`src/rtl/edge_stamp_pkg.sv`:
```
// Shared types and defaults for the edge timestamp generator.
// Timestamps are unsigned 6.10 fixed point.
package edge_stamp_pkg;

    localparam int W_DEF     = 16;
    localparam int PRIME_DEF = 2;

    typedef enum logic [2:0] {
        S_IDLE,
        S_LOAD,
        S_PRIME,
        S_RUN,
        S_ERR
    } state_t;

endpackage

```
`src/rtl/edge_stamp_gen_mod_add.sv`:
```
// Modular add: (a + b) mod p, valid for a < p and b < p.
// One extra sum bit and a single conditional subtract.
module mod_add #(
    parameter int W = 16
) (
    input  logic [W-1:0] a,
    input  logic [W-1:0] b,
    input  logic [W-1:0] p,
    output logic [W-1:0] y
);

    logic [W:0] sum;
    logic [W:0] p_ext;

    assign sum   = {1'b0, a} + {1'b0, b};
    assign p_ext = {1'b0, p};

    // A sum equal to p folds to zero, so p itself never appears.
    assign y = (sum >= p_ext) ? W'(sum - p_ext) : sum[W-1:0];

endmodule

```
`src/rtl/edge_stamp_gen.sv`:
```
// Two-lane fractional edge timestamp generator.
// Lanes advance by step modulo P; lane 2 is phase-shifted by offset2.
module edge_stamp_gen
    import edge_stamp_pkg::*;
#(
    parameter int W            = W_DEF,
    parameter int PRIME_CYCLES = PRIME_DEF
) (
    input  logic         clk,
    input  logic         rst_l,
    input  logic         start,
    input  logic         stop,
    input  logic [W-1:0] eff_period,
    input  logic [W-1:0] step,
    input  logic [W-1:0] offset2,
    output logic [W-1:0] edges1,
    output logic [W-1:0] edges2,
    output logic         rst_cnt,
    output logic         valid,
    output logic         busy,
    output logic         err
);

    localparam int CW = (PRIME_CYCLES > 1) ? $clog2(PRIME_CYCLES) : 1;
    localparam logic [CW-1:0] PC_LAST =
        CW'((PRIME_CYCLES > 0) ? PRIME_CYCLES - 1 : 0);

    state_t        state;
    logic [W-1:0]  per_q;
    logic [W-1:0]  step_q;
    logic [W-1:0]  off_q;
    logic [W-1:0]  nxt1;
    logic [W-1:0]  nxt2;
    logic [CW-1:0] pcnt;
    logic          cfg_bad;

    mod_add #(.W(W)) u_lane1 (
        .a (edges1),
        .b (step_q),
        .p (per_q),
        .y (nxt1)
    );

    mod_add #(.W(W)) u_lane2 (
        .a (edges2),
        .b (step_q),
        .p (per_q),
        .y (nxt2)
    );

    assign cfg_bad = (per_q == '0) || (step_q >= per_q) ||
                     (off_q >= per_q);

    always_ff @(posedge clk) begin
        if (!rst_l) begin
            state  <= S_IDLE;
            edges1 <= '0;
            edges2 <= '0;
            per_q  <= '0;
            step_q <= '0;
            off_q  <= '0;
            pcnt   <= '0;
        end else begin
            unique case (state)
                S_IDLE: begin
                    if (start && !stop) begin
                        per_q  <= eff_period;
                        step_q <= step;
                        off_q  <= offset2;
                        state  <= S_LOAD;
                    end
                end
                S_LOAD: begin
                    if (stop) begin
                        state <= S_IDLE;
                    end else if (cfg_bad) begin
                        state <= S_ERR;
                    end else begin
                        edges1 <= '0;
                        edges2 <= off_q;
                        pcnt   <= '0;
                        state  <= (PRIME_CYCLES == 0) ? S_RUN : S_PRIME;
                    end
                end
                S_PRIME: begin
                    if (stop) begin
                        state <= S_IDLE;
                    end else begin
                        edges1 <= nxt1;
                        edges2 <= nxt2;
                        if (pcnt == PC_LAST) begin
                            state <= S_RUN;
                        end else begin
                            pcnt <= pcnt + 1'b1;
                        end
                    end
                end
                S_RUN: begin
                    if (stop) begin
                        state <= S_IDLE;
                    end else begin
                        edges1 <= nxt1;
                        edges2 <= nxt2;
                    end
                end
                S_ERR: begin
                    if (stop) begin
                        state <= S_IDLE;
                    end
                end
                default: state <= S_IDLE;
            endcase
        end
    end

    // Status flags decode straight from the state register.
    assign rst_cnt = (state == S_LOAD);
    assign valid   = (state == S_RUN);
    assign busy    = (state != S_IDLE);
    assign err     = (state == S_ERR);

endmodule

```
`config.mk`:
```
export PLATFORM = sky130hd
export DESIGN_NAME = edge_stamp_gen
export DESIGN_NICKNAME = d
export VERILOG_FILES = /design/src/rtl/edge_stamp_pkg.sv /design/src/rtl/edge_stamp_gen_mod_add.sv /design/src/rtl/edge_stamp_gen.sv
export SDC_FILE = /design/constraint.sdc
export NUM_CORES = 1
export LEC_CHECK = 0
export BUFFER_PORTS_ARGS = -buffer_cell sky130_fd_sc_hd__buf_2
export CAP_MARGIN = 20
export CORE_UTILIZATION = 30
export CTS_CLUSTER_DIAMETER = 200
export CTS_CLUSTER_SIZE = 16
export DETAILED_ROUTE_END_ITERATION = 10
export PLACE_DENSITY = 0.45
export RECOVER_POWER = 100
export SLEW_MARGIN = 20
export SYNTH_ARGS = -nofsm -noshare
export SYNTH_HDL_FRONTEND = slang
export SYNTH_SLANG_ARGS = --single-unit
```
`constraint.sdc`:
```
create_clock -name clk -period 4.9 [get_ports clk]
set_input_delay 0.98 -clock clk [delete_from_list [all_inputs] [get_ports clk]]
set_output_delay 0.98 -clock clk [all_outputs]
set_load 0.1 [all_outputs]
```
==> qor.yml, run 1 <==
critical_path:
  cp_cell_sequence: "ha_1, fa_1, a211oi_1, o21a_1, or4b_2, a31oi_1, nor2_1, ha_1, nand4_1, or4_1, o211ai_1, or2_4, mux2_1, a211o_1"
  crit_top_cell: "ha_1"
  critPathRequiredTime_ns: 5.15
  cp_max_fo: 6
  cp_slowest_cell: "or4b_2"
  crit_family: "simple AND/OR/NAND/NOR gates"
  worst-path-buf-inv: 0
  r2r_slack_ns: 0.29
  r2r-start: "step_q[0]"
  r2r-end: "edges2[13]"
  crit_cells: 14
  arrival_ns: 4.85
  path_class: "reg -> reg"
  slowest_delay_ns: 0.69
  cp-end-kind: "register"
  worst_setup_path_start_kind: "register"
  r2r_cells: 14
placement:
  dpl.hpwl_microns: 18950
  port-buffer-count: 87
  gp_congestion: 0.8661
  post-place-ws_ns: 0.2638
global_route:
  grt_pass1_wl_microns: 38610
  top_usage_layer: "met2"
  antenna_found_initial: 0
  use_met3_pct: 2.998
  grt.overflow.total: 0
  grtUsageTotal_pct: 21.36
  met1_usage_pct: 30.09
  grtUsageMet2_pct: 33.16
  grt_pass1_vias: 6618
  grt_max_degree: 50
cts:
  root_buffer: "clkbuf_16"
  cts_sinks: 84
  clockBufferDepth: 2
  numCtsBuffers: 9
  worstSkewPairLatency_ns: 0.36
  cts-htree-levels: 3
  cts_setup_buffers: 0
  tritoncts: "done"
  clk_pin_slew_ns: 0.08
sta:
  tns_ns: 0
  clock_skew_ns: 0.01325
  drv_slew: 50
  rsz0062_at_grt: "false"
  final.min_clock_period_ns: 4.608
  hold_slack_ns: 0.4669
  fmax_mhz: 217.0
  finalHoldViolCount: 0
  min_period_over_period_pct: 94.03
  setup_slack_ns: 0.2924
  max_slew_margin_pct: -75.74
  finalSetupViolCount: 0
  max_slew.worst_pin.slew_ns: 2.636
min_path:
  hold_path.class: "reg -> reg"
  whs_endpoint: "off_q[0]"
  hold_depth: 2
  holdCritStartpoint: "off_q[0]"
floorplanning:
  fp.coreArea_sq_um: 22780
  start_util_pct: 30.77
  die_area_sq_um: 23980
  row_count: 55
  die_w_microns: 154.8
  io_pins: 88
  dieHeight_microns: 154.8
synthesis:
  synth_area_leaders: "dfxtp_1 24%, ha_1 17%, nand2_1 7.2%, a21oi_1 6.3%, xnor2_1 4.0%"
  async_reset_ff_share_pct: 0
  syn_area_sq_um: 7008
  synth_top_cell_by_area: "dfxtp_1"
  synth_nets: 1033
  avgSynthCellArea_sq_um: 7.955
  syn_inst: 881
  yosys_warnings: 0
  synth_edf_count: 0
  synth_ff_type: "dfxtp_1"
  ys_ff_latch: 84
  ys_seq_area_share_pct: 24.00
  synth_common_cells: "135 x nand2_1, 96 x ha_1, 88 x a21oi_1"
  synth_cell_types: 66
  synth_top_area_share_pct: 24.00
  synth.most_common_cell: "nand2_1"
route:
  drt-initial-drc-count: 403
  via_count: 6705
  wl_per_cell_microns: 19.39
  viasPerCell: 5.226
  dr.pass1.iters: 5
  ant_nets: 0
  drc: 0
  wirelength_microns: 24880
cells_and_area:
  area_growth_pct: 15.21
  fillerInstances: 2491
  drive_gt1_share_pct: 10.21
  multiInputGateArea_sq_um: 5055
  antenna_cells: 0
  regArea_sq_um: 1683
  nNetsFinal: 1119
outcome:
  violations: "max-capacitance violations, max-slew violations"
  status: "finished, violations left"
power_and_ir_drop:
  p_leak_nw: 3.422
  pwr_density_cell_nw_per_um2: 274.5
  vdd_drop_max_v: 0.0001161
flow_run:
  cap_violations: 1
worst reg2reg max path, delay by kind of cell (launching register included):
family	cells	cell delay (ns)
muxes	1	0.33
adders and majority gates	3	0.87
AOI/OAI and AO/OA	5	1.11
DFF	1	0.38
and+or+nand+nor	5	1.80
cell usage in the layout, fill, tap and decap left out, types with 8 or more instances in the layout:
cell / instances
buf_2: 50
nor2_1: 42
o2bb2ai_1: 14
ha_1: 96
o221ai_1: 12
a21oi_1: 88
nand3_1: 26
o211ai_1: 9
inv_1: 42
o21a_1: 8
nand2_1: 135
and3_1: 8
a211oi_1: 8
mux2i_1: 26
clkbuf_1: 38
nor2b_1: 14
nor3_1: 22
a31oi_1: 12
dfxtp_1: 83
nor4_1: 10
xnor2_1: 32
xor2_1: 11
buf_4: 17
a21o_1: 15
o21ai_0: 30
clkbuf_16: 9
where the power goes:
part	internal (W)	total (W)	switching (W)
logic	0.000339	0.000810	0.000471
registers	0.000705	0.000731	0.0000262
clock network	0.000353	0.000675	0.000322
routing by layer:
metal  vias to the layer above  share of wire (%)
li1                       3424                  -
met1                      3100                 51
met2                       151                 43
met3                        30                3.6
met4                         0                2.7
met5                         -                  0
timing repair:
item	4_1_cts	5_1_grt
hold buffers	0	0
endpoints found under the setup margin	0	11
resized for setup	0	1
cell type report:
type                       instances  share of cell area [%]
multi-input combinational        725                   62.61
clock inverter                     4                  0.3409
clock buffer                      10                   2.960
inverter                          42                   1.953
timing repair buffer             105                   6.447
tap                              313                   4.850
sequential                        84                   20.84
metrics by stage:
| step | utilization (%) | cell area, sq um | total power [W] | cells |
|---|---|---|---|---|
| after floorplan | - | 7009 | 0.001338 | 881 |
| after global placement | 34.50 | 7859 | 0.001557 | 1269 |
| after detailed placement | 34.50 | 7859 | 0.001552 | 1269 |
| after CTS | 35.67 | 8125 | 0.002228 | 1283 |
| after global routing | 35.45 | 8074 | 0.002348 | 1283 |
| final | 35.45 | 8074 | 0.002216 | 1283 |
sequential cells by signal, summed over array words and instances (netlist names):
register  count
edges1       16
edges2       16
off_q        16
per_q        16
step_q       16
state         3
pcnt          1
worst max-delay path by stage:
| stage | startpoint | endpoint |
|---|---|---|
| 4_1_cts | step_q[0] | edges2[10] |
| 3_5_place_dp | step_q[0] | edges2[10] |
| 5_1_grt | step_q[1] | edges1[1] |
| 6_report | step_q[0] | edges2[13] |
| 3_3_place_gp | step_q[0] | edges2[13] |
| 2_1_floorplan | edges2[1] | edges2[13] |
cells by family (layout without fill, tap and decap cells):
logic type | Yosys count | after routing | share of synthesized area [%]
simple gates | 303 | 303 | 20.26
fa+ha+maj | 100 | 100 | 18.28
compound gates | 251 | 251 | 23.94
buf+inv | 72 | 161 | 4.053
flops | 84 | 84 | 24.00
mux | 28 | 28 | 4.088
xor+xnor | 43 | 43 | 5.374
(Power assumes the default switching activity.)
==> run 2, diff against run 1 <==
CORE_UTILIZATION = 50   (was 30)
PLACE_DENSITY = 0.68   (was 0.45)
==> run 2 against run 1 <==
The flow still finishes with violations (max-capacitance violations, max-slew violations). Fmax increased by 0.88%. First-iteration DRC count is 19% higher. Setup slack improved by 0.040 ns. Count of clock-buffer cells in the layout rose by 1. Sequential share of layout area rose by 0.45 points. Global-route usage up 8.8 points. Clock skew decreased by 0.0045 ns. Final cell count decreased by 11%. Clock power rose by 10%. Non-clock buffer count down 6. Total power is 1.8% higher. Flip-flop and latch count is the same. Critical endpoint is now edges2[9].
==> qor.yml, run 2 (same netlist as run 1, synthesis figures left out) <==
outcome:
  status: "finished, violations left"  # unchanged
  violations: "max-capacitance violations, max-slew violations"  # unchanged
min_path:
  hold_path.class: "reg -> reg"  # unchanged
  hold_depth: 2  # unchanged
sta:
  rsz0062_at_grt: "false"  # unchanged
  tns_ns: 0  # unchanged
  drv_slew: 49  # was 50
  max_slew_margin_pct: -23.44  # was -75.74%
  finalHoldViolCount: 0  # unchanged
  fmax_mhz: 219.0  # was 217.0 MHz
  min_period_over_period_pct: 93.21  # was 94.03%
  hold_slack_ns: 0.4619  # was 0.4669 ns
  setup_slack_ns: 0.3328  # was 0.2924 ns
  finalSetupViolCount: 0  # unchanged
  final.min_clock_period_ns: 4.567  # was 4.608 ns
  clock_skew_ns: 0.008792  # was 0.01325 ns
  max_slew.worst_pin.slew_ns: 1.852  # was 2.636 ns
cts:
  cts_setup_buffers: 0  # unchanged
  tritoncts: "done"  # unchanged
  clk_pin_slew_ns: 0.06  # was 0.08 ns
  cts_sinks: 84  # unchanged
  cts_resized: 0  # unchanged
  clockBufferDepth: 2  # unchanged
  cts-htree-levels: 3  # unchanged
  worstSkewPairLatency_ns: 0.36  # about the same
  numCtsBuffers: 9  # unchanged
  root_buffer: "clkbuf_16"  # unchanged
  cts_hold_buffers: 0  # unchanged
route:
  wirelength_microns: 20970  # was 24880 microns
  drc: 0  # unchanged
  wl_met2_microns: 9079  # was 10570 microns
  viasPerCell: 5.983  # was 5.226
  drt-initial-drc-count: 481  # was 403
  dr_wl_met3_microns: 1253  # was 896 microns
  top_layer: "met4"  # unchanged
  dr.pass1.iters: 5  # unchanged
  drt-met1-wl_microns: 10200  # was 12740 microns
  via_count: 6827  # was 6705
  ant_nets: 0  # unchanged
  wl_per_cell_microns: 18.38  # was 19.39 microns
placement:
  port-buffer-count: 87  # unchanged
  dpl.cell_count: 1125  # was 1269
  post-place-ws_ns: 0.3962  # was 0.2638 ns
  dpl.hpwl_microns: 15780  # was 18950 microns
  gp_congestion: 0.9382  # was 0.8661
power_and_ir_drop:
  vdd_drop_max_v: 0.0001699  # was 0.0001161 V
  seq_power_share_pct: 32.6  # was 33.0%
  clock_power_share_pct: 33.0  # was 30.5%
  p_int_w: 0.001478  # was 0.001397 W
  p_sw_w: 0.0007782  # was 0.0008195 W
  p_leak_nw: 3.395  # was 3.422 nW
  pwr_density_cell_nw_per_um2: 285.5  # was 274.5 nW/um^2
  pwr-share-comb_pct: 34.5  # was 36.6%
  swShare_pct: 34.49  # was 36.97%
floorplanning:
  row_count: 42  # was 55
  die_area_sq_um: 14490  # was 23980 sq um
  start_util_pct: 52.09  # was 30.77%
  fp.coreArea_sq_um: 13450  # was 22780 sq um
  io_pins: 88  # unchanged
  die_w_microns: 120.4  # was 154.8 microns
  dieHeight_microns: 120.4  # was 154.8 microns
critical_path:
  path_class: "reg -> reg"  # unchanged
  cp_max_fo: 6  # unchanged
  cp-end-kind: "register"  # unchanged
  critPathRequiredTime_ns: 5.10  # was 5.15 ns
  arrival_ns: 4.77  # was 4.85 ns
  worst_setup_path_start_kind: "register"  # unchanged
  r2r_cells: 15  # was 14
cells_and_area:
  layout_common_cells: "135 x nand2_1, 96 x ha_1, 88 x a21oi_1, 83 x dfxtp_1, 50 x buf_2"  # unchanged
  fin_util_pct: 58.75  # was 35.45%
  antenna_cells: 0  # unchanged
  stdcell_count: 1141  # was 1283
  final_common_cell: "nand2_1"  # unchanged
  area_growth_pct: 12.78  # was 15.21%
  fillerInstances: 1302  # was 2491
  nNetsFinal: 1113  # was 1119
  drive_gt1_share_pct: 9.223  # was 10.21%
global_route:
  grt_pass1_vias: 6392  # was 6618
  grt_pass1_wl_microns: 33760  # was 38610 microns
  grt.overflow.total: 0  # unchanged
  grt_max_degree: 50  # unchanged
  grtUsageTotal_pct: 30.13  # was 21.36%
  antenna_found_initial: 0  # unchanged
flow_run:
  cap_violations: 1  # unchanged
[run 2: changes by cell type in the layout (fill, tap and decap cells not counted), moves of 2 or more]
cell / previous run / this run
bufinv_16: 0 / 2
clkbuf_1: 38 / 42
clkinv_4: 2 / 0
clkinvlp_4: 0 / 2
buf_4: 17 / 7
clkinv_2: 2 / 0
[run 2: cell type report]
cell class	instances	area, sq um	share of cell area, %
well taps	176	220.2	2.786
clock buffers	11	232.7	2.944
flip-flops and latches	84	1683	21.29
inverters	42	157.7	1.995
clock inverters	4	75.07	0.9498
repair buffers	99	478.0	6.047
multi-input cells	725	5057	63.99
[run 2: worst paths after layout]
path | startpoint | end | slack, ns
worst max-delay path | step_q[0] | edges2[9] | 0.33
worst max register to register | step_q[0] | edges2[9] | 0.33
worst min register to register | off_q[0] | off_q[0] | 0.46
worst min-delay path | off_q[0] | off_q[0] | 0.46
[run 2: critical path, stage by stage (launching register included)]
cell and delay [ns]:
dfxtp_1 0.37, ha_1 0.23, fa_1 0.25, a211oi_1 0.11, o21a_1 0.24, or4b_2 0.70
a31oi_1 0.25, nor2_1 0.11, ha_1 0.40, nand4_1 0.20, or4_1 0.56, o211ai_1 0.20
or2_1 0.22, clkbuf_2 0.22, mux2i_1 0.23, o221ai_1 0.13
[run 2: routing by layer]
layer	global-route usage, %	up-vias
met4	9.105	0
met1	42.50	3147
met3	4.104	31
li1	-	3421
met2	47.52	228
met5	0	-
[run 2: per-stage QoR]
stage,instance area (sq um),power [W]
final,7904,0.002257
after global routing,7904,0.002377
after CTS,7943,0.002262
after detailed placement,7635,0.001519
after global placement,7635,0.001517
after floorplan,7009,0.001338
[run 2: power groups by stage]
stage | Combinational [W] | Clock (W) | Sequential, W
2_1_floorplan | 0.000589 | 0 | 0.000748
6_report | 0.000778 | 0.000744 | 0.000735
3_3_place_gp | 0.000769 | 0 | 0.000749
3_5_place_dp | 0.000770 | 0 | 0.000749
4_1_cts | 0.000778 | 0.000751 | 0.000734
5_1_grt | 0.000858 | 0.000784 | 0.000736
==> run 3, diff against run 2 <==
CELL_PAD_IN_SITES_DETAIL_PLACEMENT = 0   (was not set)
CELL_PAD_IN_SITES_GLOBAL_PLACEMENT = 1   (was not set)
CORE_UTILIZATION = 44   (was 50)
PLACE_DENSITY = 0.79   (was 0.68)
==> run 3 against run 2 <==
The run still ends with max-capacitance violations, max-slew violations left. Flip-flop and latch count did not move. Sequential power barely moved. Combinational power grew 1%. Fmax shrank 1.1%. Die area is 13% higher. Register-to-register slack got worse by 0.05 ns. Critical endpoint is now edges2[12].
==> qor.yml, run 3 (same netlist as run 1, synthesis figures left out) <==
critical_path:
  cp-end-kind: "register"  # unchanged
  r2r-start: "step_q[0]"  # unchanged
  arrival_ns: 4.82  # was 4.77 ns
  worst_setup_path_start_kind: "register"  # unchanged
  r2r_cells: 15  # unchanged
  cp_max_fo: 6  # unchanged
  critPathRequiredTime_ns: 5.10  # about the same
  r2r-end: "edges2[12]"  # was edges2[9]
  crit_path_start: "step_q[0]"  # unchanged
  endpoint: "edges2[12]"  # was edges2[9]
  r2r_slack_ns: 0.28  # was 0.33 ns
  path_class: "reg -> reg"  # unchanged
power_and_ir_drop:
  seq_power_share_pct: 33.5  # was 32.6%
  p_int_w: 0.001385  # was 0.001478 W
  p_leak_nw: 3.393  # was 3.395 nW
  vdd_drop_max_v: 0.0002304  # was 0.0001699 V
  clock_power_share_pct: 30.6  # was 33.0%
  p_sw_w: 0.0008031  # was 0.0007782 W
  swShare_pct: 36.71  # was 34.49%
  pwr_density_cell_nw_per_um2: 276.1  # was 285.5 nW/um^2
  pwr-share-comb_pct: 35.9  # was 34.5%
placement:
  dpl.hpwl_microns: 16870  # was 15780 microns
  port-buffer-count: 87  # unchanged
  gp_congestion: 0.9235  # was 0.9382
  place_area_sq_um: 7679  # was 7635 sq um
  post-place-ws_ns: 0.3707  # was 0.3962 ns
sta:
  final.min_clock_period_ns: 4.617  # was 4.567 ns
  fmax_mhz: 216.6  # was 219.0 MHz
  max_slew.worst_pin.slew_ns: 2.378  # was 1.852 ns
  finalHoldViolCount: 0  # unchanged
  setup_slack_ns: 0.2833  # was 0.3328 ns
  finalSetupViolCount: 0  # unchanged
  tns_ns: 0  # unchanged
  hold_slack_ns: 0.4682  # was 0.4619 ns
  max_slew_margin_pct: -58.52  # was -23.44%
  clock_skew_ns: 0.01028  # was 0.008792 ns
  rsz0062_at_grt: "false"  # unchanged
  min_period_over_period_pct: 94.22  # was 93.21%
  drv_slew: 50  # was 49
flow_run:
  cap_violations: 1  # unchanged
cts:
  root_buffer: "clkbuf_16"  # unchanged
  cts_hold_buffers: 0  # unchanged
  cts_setup_buffers: 0  # unchanged
  clk_pin_slew_ns: 0.07  # was 0.06 ns
  numCtsBuffers: 9  # unchanged
  cts_resized: 0  # unchanged
  cts-htree-levels: 3  # unchanged
  tritoncts: "done"  # unchanged
  clockBufferDepth: 2  # unchanged
  worstSkewPairLatency_ns: 0.35  # was 0.36 ns
  cts_sinks: 84  # unchanged
outcome:
  status: "finished, violations left"  # unchanged
  violations: "max-capacitance violations, max-slew violations"  # unchanged
global_route:
  grt_max_degree: 50  # unchanged
  grt.overflow.total: 0  # unchanged
  grt_pass1_wl_microns: 34220  # was 33760 microns
  antenna_found_initial: 0  # unchanged
  grt_pass1_vias: 6348  # was 6392
  grtUsageTotal_pct: 27.38  # was 30.13%
cells_and_area:
  fillerInstances: 1532  # was 1302
  final_common_cell: "nand2_1"  # unchanged
  antenna_cells: 0  # unchanged
  area_growth_pct: 13.07  # was 12.78%
  regArea_sq_um: 1683  # unchanged
  nNetsFinal: 1113  # unchanged
  layout_common_cells: "135 x nand2_1, 96 x ha_1, 88 x a21oi_1, 83 x dfxtp_1, 50 x buf_2"  # unchanged
  stdcell_area_sq_um: 7924  # was 7904 sq um
  drive_gt1_share_pct: 9.834  # was 9.223%
  multiInputGateArea_sq_um: 5061  # was 5057 sq um
route:
  ant_nets: 0  # unchanged
  wirelength_microns: 22000  # was 20970 microns
  dr.pass1.iters: 5  # unchanged
  via_count: 6822  # was 6827
  viasPerCell: 5.796  # was 5.983
  wl_per_cell_microns: 18.69  # was 18.38 microns
  drt-initial-drc-count: 511  # was 481
  drc: 0  # unchanged
floorplanning:
  row_count: 45  # was 42
  fp.coreArea_sq_um: 15370  # was 13450 sq um
  dieHeight_microns: 128.2  # was 120.4 microns
  die_area_sq_um: 16440  # was 14490 sq um
  start_util_pct: 45.59  # was 52.09%
  die_w_microns: 128.2  # was 120.4 microns
  io_pins: 88  # unchanged
min_path:
  hold_path.class: "reg -> reg"  # unchanged
run 3: changes by cell type in the layout (fill, tap and decap cells not counted), moves of 2 or more:
cell and delta:
inv_6 +4, clkbuf_1 -3, clkbuf_2 +2, bufinv_16 -2
run 3: worst min-delay path by stage:
stage | cells after the start | startpoint | slack [ns] | to
floorplan | 2 | off_q[0] | 0.44 | off_q[0]
global placement | 2 | off_q[0] | 0.45 | off_q[0]
detailed placement | 2 | off_q[0] | 0.46 | off_q[0]
CTS | 2 | off_q[0] | 0.47 | off_q[0]
global route | 2 | per_q[8] | 0.49 | per_q[8]
finish | 2 | off_q[0] | 0.47 | off_q[0]
run 3: power by group through the flow:
stage	Sequential, W	Clock (W)	Combinational, W
after global routing	0.000736	0.000713	0.000864
after CTS	0.000733	0.000685	0.000787
after global placement	0.000748	0	0.000782
after floorplan	0.000748	0	0.000589
after detailed placement	0.000749	0	0.000782
final	0.000733	0.000669	0.000786
run 3: layout make-up:
type	instances	area share, %
sequential	84	21.24
multi-input combinational	725	63.87
clock buffer	9	2.842
inverter	42	1.990
tap	211	3.332
timing repair buffer	99	6.016
clock inverter	7	0.7106
run 3: routing by layer:
metal	part of all wire, %	wire [microns]	global-route usage [%]
met5	0	0	0
met4	2.4	531	8.304
met3	5.1	1123	4.007
met2	43	9535	43.08
met1	49	10810	38.39
run 3: metrics by stage:
stage          utilization, %  instances  power [W]
3_3_place_gp            49.96       1160   0.001530
6_report                51.55       1177   0.002188
2_1_floorplan               -        881   0.001338
4_1_cts                 51.79       1176   0.002205
5_1_grt                 51.55       1177   0.002312
3_5_place_dp            49.96       1160   0.001531
run 3: critical path, stage by stage (launching register included):
cell and delay [ns]:
dfxtp_1 0.38, ha_1 0.23, fa_1 0.25, a211oi_1 0.11
o21a_1 0.23, or4b_2 0.70, a31oi_1 0.24, nor2_1 0.10
ha_1 0.39, nand4_1 0.18, or4_1 0.58, o211ai_1 0.22
or2_1 0.22, clkbuf_2 0.24, mux2i_1 0.26, o221ai_1 0.14
